`src/rtl/instr_fetch_unit.sv`:
```
// instr_fetch_unit: fetch stage owning the PC, driving the instruction ROM and
// buffering one fetched word toward the interpreter with a valid/ready handshake.
// Ports:
//   clk, rst                       clock, synchronous active-high reset
//   start                          pulse; (re)starts fetching at address 0 from IDLE/HALT
//   rom_en, rom_addr, rom_data     combinational ROM read (enable only on a load cycle)
//   inst, inst_pc, inst_valid      registered instruction slot
//   inst_ready                     interpreter accepts the slot this cycle
//   redirect_valid, redirect_addr  control-flow redirect
//   halted, fault                  HALT state indicator, sticky out-of-range redirect flag
//   issue_count                    accepted-instruction counter, present only with
//                                  FETCH_PERF_CNT_EN defined
module instr_fetch_unit #(
    parameter int ADDR_W   = 4,
    parameter int DATA_W   = 16,
    parameter int PROG_LEN = 9
) (
    input  logic              clk,
    input  logic              rst,
    input  logic              start,
    output logic              rom_en,
    output logic [ADDR_W-1:0] rom_addr,
    input  logic [DATA_W-1:0] rom_data,
    output logic [DATA_W-1:0] inst,
    output logic [ADDR_W-1:0] inst_pc,
    output logic              inst_valid,
    input  logic              inst_ready,
    input  logic              redirect_valid,
    input  logic [ADDR_W-1:0] redirect_addr,
    output logic              halted,
    output logic              fault
`ifdef FETCH_PERF_CNT_EN
    ,
    output logic [15:0]       issue_count
`endif
);
    typedef enum logic [1:0] {S_IDLE, S_RUN, S_DRAIN, S_HALT} state_t;
    localparam logic [ADDR_W-1:0] LAST_PC = ADDR_W'(PROG_LEN - 1);
    // One extra bit so PROG_LEN == 2**ADDR_W is representable
    localparam logic [ADDR_W:0] LEN = (ADDR_W + 1)'(PROG_LEN);
    state_t state_q, state_d;
    logic [ADDR_W-1:0] pc_q, pc_d, inst_pc_q, inst_pc_d;
    logic [DATA_W-1:0] inst_q, inst_d;
    logic valid_q, valid_d, fault_q, fault_d;
    logic load, accept, redir_ok;
    assign accept   = valid_q && inst_ready;
    assign load     = !rst && state_q == S_RUN && !redirect_valid && (!valid_q || inst_ready);
    assign redir_ok = {1'b0, redirect_addr} < LEN;
    assign rom_en     = load;
    assign rom_addr   = pc_q;
    assign inst       = inst_q;
    assign inst_pc    = inst_pc_q;
    assign inst_valid = valid_q;
    assign halted     = state_q == S_HALT;
    assign fault      = fault_q;
    always_ff @(posedge clk) begin
        if (rst) begin
            state_q   <= S_IDLE;
            pc_q      <= '0;
            inst_q    <= '0;
            inst_pc_q <= '0;
            valid_q   <= 1'b0;
            fault_q   <= 1'b0;
        end else begin
            state_q   <= state_d;
            pc_q      <= pc_d;
            inst_q    <= inst_d;
            inst_pc_q <= inst_pc_d;
            valid_q   <= valid_d;
            fault_q   <= fault_d;
        end
    end
    always_comb begin
        state_d   = state_q;
        pc_d      = pc_q;
        inst_d    = inst_q;
        inst_pc_d = inst_pc_q;
        valid_d   = valid_q;
        fault_d   = fault_q;
        case (state_q)
            S_IDLE: begin
                if (start) begin
                    state_d = S_RUN;
                    pc_d    = '0;
                end
            end
            S_RUN, S_DRAIN: begin
                // Redirect wins over both load and accept; the buffered word is squashed
                if (redirect_valid) begin
                    valid_d = 1'b0;
                    if (redir_ok) begin
                        pc_d    = redirect_addr;
                        state_d = S_RUN;
                    end else begin
                        fault_d = 1'b1;
                        state_d = S_HALT;
                    end
                end else if (load) begin
                    inst_d    = rom_data;
                    inst_pc_d = pc_q;
                    valid_d   = 1'b1;
                    if (pc_q == LAST_PC) state_d = S_DRAIN;
                    else pc_d = pc_q + ADDR_W'(1);
                end else if (accept) begin
                    valid_d = 1'b0;
                    state_d = state_q == S_DRAIN ? S_HALT : state_q;
                end
            end
            default: begin
                if (start) begin
                    state_d = S_RUN;
                    pc_d    = '0;
                    fault_d = 1'b0;
                end
            end
        endcase
    end
`ifdef FETCH_PERF_CNT_EN
    logic [15:0] cnt_q, cnt_d;
    assign issue_count = cnt_q;
    always_ff @(posedge clk) begin
        if (rst) cnt_q <= '0;
        else cnt_q <= cnt_d;
    end
    // Handshakes squashed by a same-cycle redirect are not issues
    always_comb begin
        cnt_d = cnt_q;
        if (state_q == S_HALT && start) cnt_d = '0;
        else if (accept && !redirect_valid && cnt_q != 16'hFFFF) cnt_d = cnt_q + 16'd1;
    end
`endif
endmodule

```
`config.mk`:
```
export PLATFORM = sky130hd
export DESIGN_NAME = instr_fetch_unit
export DESIGN_NICKNAME = d
export VERILOG_FILES = /design/src/rtl/instr_fetch_unit.sv
export SDC_FILE = /design/constraint.sdc
export NUM_CORES = 1
export LEC_CHECK = 0
export CORE_MARGIN = 1
export CORE_UTILIZATION = 29
export CTS_BUF_LIST = sky130_fd_sc_hd__clkbuf_4
export CTS_CLUSTER_DIAMETER = 60
export DETAILED_ROUTE_END_ITERATION = 10
export PLACE_DENSITY = 0.56
export SYNTH_ARGS = -nofsm -noshare
export SYNTH_HDL_FRONTEND = slang
export SYNTH_SLANG_ARGS = --single-unit
```
`constraint.sdc`:
```
create_clock -name clk -period 2.2 [get_ports clk]
set_input_delay 0.22 -clock clk [delete_from_list [all_inputs] [get_ports clk]]
set_output_delay 0.22 -clock clk [all_outputs]
set_load 0.005 [all_outputs]
```
* After elaboration in Yosys (flattened, before gate mapping)
Index checks and enable logic that the tools add are counted.
Storage, ports and cells: bits in registers 28, bits of input ports 25
Cells by class: $add $sub $neg 1, order comparisons 1, equality and inequality tests 12, muxes and demuxes 21, bitwise gates (word level) 2, reduce and logical (&&, ||, !) cells 17
Operators with widths (number):
- 4-bit 2-to-1 mux | 6
- 2-bit 2-to-1 mux | 8
- 4-bit inequality test (second input constant) | 3
- 4-bit AND reduction | 3
- 3-bit inequality test (second input constant) | 3
- 1-bit 2-to-1 mux | 6
- 4-bit by 1-bit adder with 4-bit output (second input constant) | 1
- 2-bit == test (second input constant) | 2
- 4-bit == test (second input constant) | 1
- 1-bit logical AND | 4
- 4-bit < comparator (second input constant) | 1
- 2-bit inequality test (second input constant) | 2
- 1-bit logical NOT | 3
- 3-bit AND reduction | 1
- 3-bit nonzero test | 1
- 2-bit by 1-bit == test with 1-bit output (second input constant) | 1
- 2-bit logical NOT | 1
- 1-bit NOT | 2
- 1-bit case mux with 2 select lines | 1
- 2-bit AND reduction | 1
- 2-bit nonzero test | 1
- 2-bit OR reduction | 1
- 1-bit logical OR | 1

* Depth between registers and ports, before layout
word-level depth 7, mapped depth 7, gate-level depth less buffers 6

* Worst setup path before layout
No wires, ideal clock.
path kind reg-to-reg, start point register state_q[0], end point register state_q[1], setup time 0.123 ns, data arrival time 1.555 ns, slack 0.521 ns, cell stages (with the launch flop) 6, buffers on the path 0, clock period less this slack 1.679 ns, cell sequence dfxtp_1 > inv_1 > ha_1 > nor4b_4 > a2111oi_1 > mux2_1
On the way: cells in the longest elaborated chain, start to end 7, elaborated cells between the ends (all ways) 14
Ends and longest elaborated chain:
- start, declared | line 41 | state_t state_q, state_d;
- start signal, assigned | line 65 | state_q <= state_d;
- 2-bit by 1-bit == test with 1-bit output | line 47, 80
- 1-bit logical AND (3 in series) | line 47 | assign load = !rst && state_q == S_RUN && !redirect_valid && (!valid_q || inst_ready);
- 2-bit 2-to-1 mux | line 98 | end else if (load) begin
- 2-bit 2-to-1 mux | line 89 | if (redirect_valid) begin
- 2-bit 2-to-1 mux
Several ways; a longest one is shown, not always the timed one. A chain may end at the register's enable or synchronous reset.

* Worst setup path after layout
start point register state_q[1], end point output port rom_en
On the way: cells in the longest elaborated chain, start to end 4
Ends and longest elaborated chain:
- 2-bit by 1-bit == test with 1-bit output | line 47
- 1-bit logical AND (3 in series) | line 47
- end, declared | line 21 | output logic rom_en,
No other way between the ends.

==> metrics.yaml <==
ioPinCount: 53
hold_path_depth: 3
rr_worst_depth: 6
finalPower_w: 0.001331
tritoncts: "built"
required_ps: 1980
cp_slowest_cell: "clkdlybuf4s50_1"
synth_fp_nets: 189
h-tree-depth: 1
synthFlopType: "dfxtp_1"
synth_area_um2: 1301
ys_warn_count: 0
rows: 23
first_global_vias: 1245
yosysSeqAreaShare: 0.4308
drive_above_1_share: 0.06667
cp_top_family: "buffers and inverters"
r2r_setup_slack_ps: 260
grt_use_total: 0.1503
post_cts_buffers: 0
fin_crit_sh: 0.9291
hold_violations: 0
drt_iter0_markers: 49
layout.nets: 242
hold_path.class: "input port to register"
r2r_start: "state_q[0]$_SDFFE_PP0P_"
placed_cells: 257
cts_buffers: 3
critical_path_arrival_ps: 1820
design.core.area_um2: 4144
cts-resized-gates: 0
critPathBufInv: 2
hold_buffers: 0
post_drt_wl_per_cell_um: 12.38
start_util: 0.3140
synth_edf_count: 0
drv_cap: 0
tns_ps: 0
remaining_drc_errors: 0
clockBufferDepth: 2
ir_drop_mv: 0.3730
power_density_nw_per_um2: 698.6
finalCoreUtilization: 0.4598
gp_congestion: 0.9439
clk_pin_slew_ps: 140
max_stage_delay_ps: 530
r2r_end: "state_q[0]$_SDFFE_PP0P_"
hold_path_end: "inst[10]$_SDFFE_PP0P_"
cts.sink_count: 28
grt_first_pass_wirelength_mm: 5.451
startpoint_type: "register"
cts-root-buf: "clkbuf_4"
path_class: "register to output pin"
clock_skew_ps: 4.917
finalSetupViolCount: 0
area_delta_synth_final_pct: 46.44
overflow: 0
cp_cell_sequence: "inv_1 -> ha_1 -> nand2b_4 -> nor3_1 -> clkdlybuf4s50_1"
ys_seq_elements: 28
outcome: "completed"
antenna_left: 0
endpoint_kind: "output pin"
dieArea_um2: 4759
instances_no_fill: 260
fp.dieH_um: 68.99
cp_max_fo: 3
routed_wl_mm: 3.220
syn_avg_cell_area_um2: 8.184
whs_ps: 440.5
die_w_um: 68.99
worst_pin_slew_ps: 707.7
rsz0062_at_grt: "no"
async_reset_ff_frac: 0
min_from: "rom_data[10]"
hpwl_mm: 2.448
ys_types: 36
port_buffers: 52
maxSlewViolCount: 0
grt_max_degree: 25
via_per_inst: 4.915
antenna_found_initial: 0
netlist_instances: 159
antennaDiodeCount: 0
drtPass1Iterations: 4
fin_crit_ps: 2044
max_slew_margin: 0.5277
p_leak_nw: 0.6904
vias: 1278
max_freq_mhz: 489.2
clk_latency_ps: 320
## per-stage QoR
stage                     instance area, um2  setup slack, ps
after floorplan                         1301            521.3
after global placement                  1883            202.7
after detailed placement                1883            144.4
after CTS                               1906            122.9
after global routing                    1906            50.31
final                                   1906            155.9
## how the worst max path moves through the flow
stage | startpoint | end | slack (ps) | cells after the start
after floorplan | state_q[0]$_SDFFE_PP0P_ | state_q[1]$_SDFFE_PP0P_ | 520 | 5
after global placement | redirect_valid | state_q[1]$_SDFFE_PP0P_ | 200 | 5
after detailed placement | redirect_valid | state_q[1]$_SDFFE_PP0P_ | 140 | 5
after CTS | state_q[1]$_SDFFE_PP0P_ | rom_en | 120 | 5
after global routing | state_q[1]$_SDFFE_PP0P_ | rom_en | 50 | 5
final | state_q[1]$_SDFFE_PP0P_ | rom_en | 160 | 5
## cell usage after synthesis (2+ instances only)
cell type / count / area share
ha_1: 5 / 0.048
buf_2: 4 / 0.015
mux2i_1: 2 / 0.015
dfxtp_1: 28 / 0.43
o21ai_0: 24 / 0.092
o21a_1: 2 / 0.012
inv_1: 6 / 0.017
nand2_1: 45 / 0.13
a21oi_1: 2 / 0.0077
a31oi_1: 2 / 0.0096
nor2_1: 9 / 0.026
nor2b_1: 2 / 0.0096
clkbuf_1: 5 / 0.014
## routing by layer
layer  routed length [um]  up-vias  track usage
met4                   31        0      0.02551
li1                     -      643            -
met2                 1575       47       0.2731
met3                  247        4      0.05263
met5                    0        -            0
met1                 1366      584       0.1693
## kinds of logic (layout without fill, tap and decap cells)
kind of cell / Yosys count / after routing / share of synthesized area
mux: 4 / 4 / 0.03269
compound gates: 41 / 41 / 0.1923
xor+xnor: 1 / 1 / 0.006732
buf+inv: 15 / 66 / 0.04712
flops: 28 / 28 / 0.4308
simple gates: 65 / 65 / 0.2423
fa+ha+maj: 5 / 5 / 0.04808
## where the power goes
group,switching (W),internal [W],total (W)
registers,0.0000505,0.000564,0.000614
clock network,0.000141,0.0000641,0.000205
logic,0.000232,0.000280,0.000512
total,0.000423,0.000908,0.00133
## state kept, by name, summed over array words and instances (netlist names)
signal / count
inst: 16
inst_pc: 4
rom_addr: 4
state_q: 2
fault: 1
inst_valid: 1
## worst register-to-register path: stages (launching register included)
cell     delay, ps
dfxtp_1        410
inv_1           60
ha_1           450
nor2_1         140
buf_4          160
or4_1          500
a21oi_1        150
## placed cells by master (no fill, tap or decap), types with 2 or more instances in the layout
cell and n:
ha_1 5, nor2b_1 2, nand2_1 45, dfxtp_1 28
o21ai_0 24, a21oi_1 2, clkbuf_4 3, a31oi_1 2
buf_4 5, o21a_1 2, mux2i_1 2, clkdlybuf4s50_1 52
nor2_1 9, inv_1 6
## layout make-up
type	instances	area [um2]
multi-input cells	116	679.4
fillers	408	2238
well taps	50	62.56
clock buffers	3	22.52
repair buffers	57	558.0
flip-flops and latches	28	560.5
inverters	6	22.52
(Power assumes the default switching activity.)
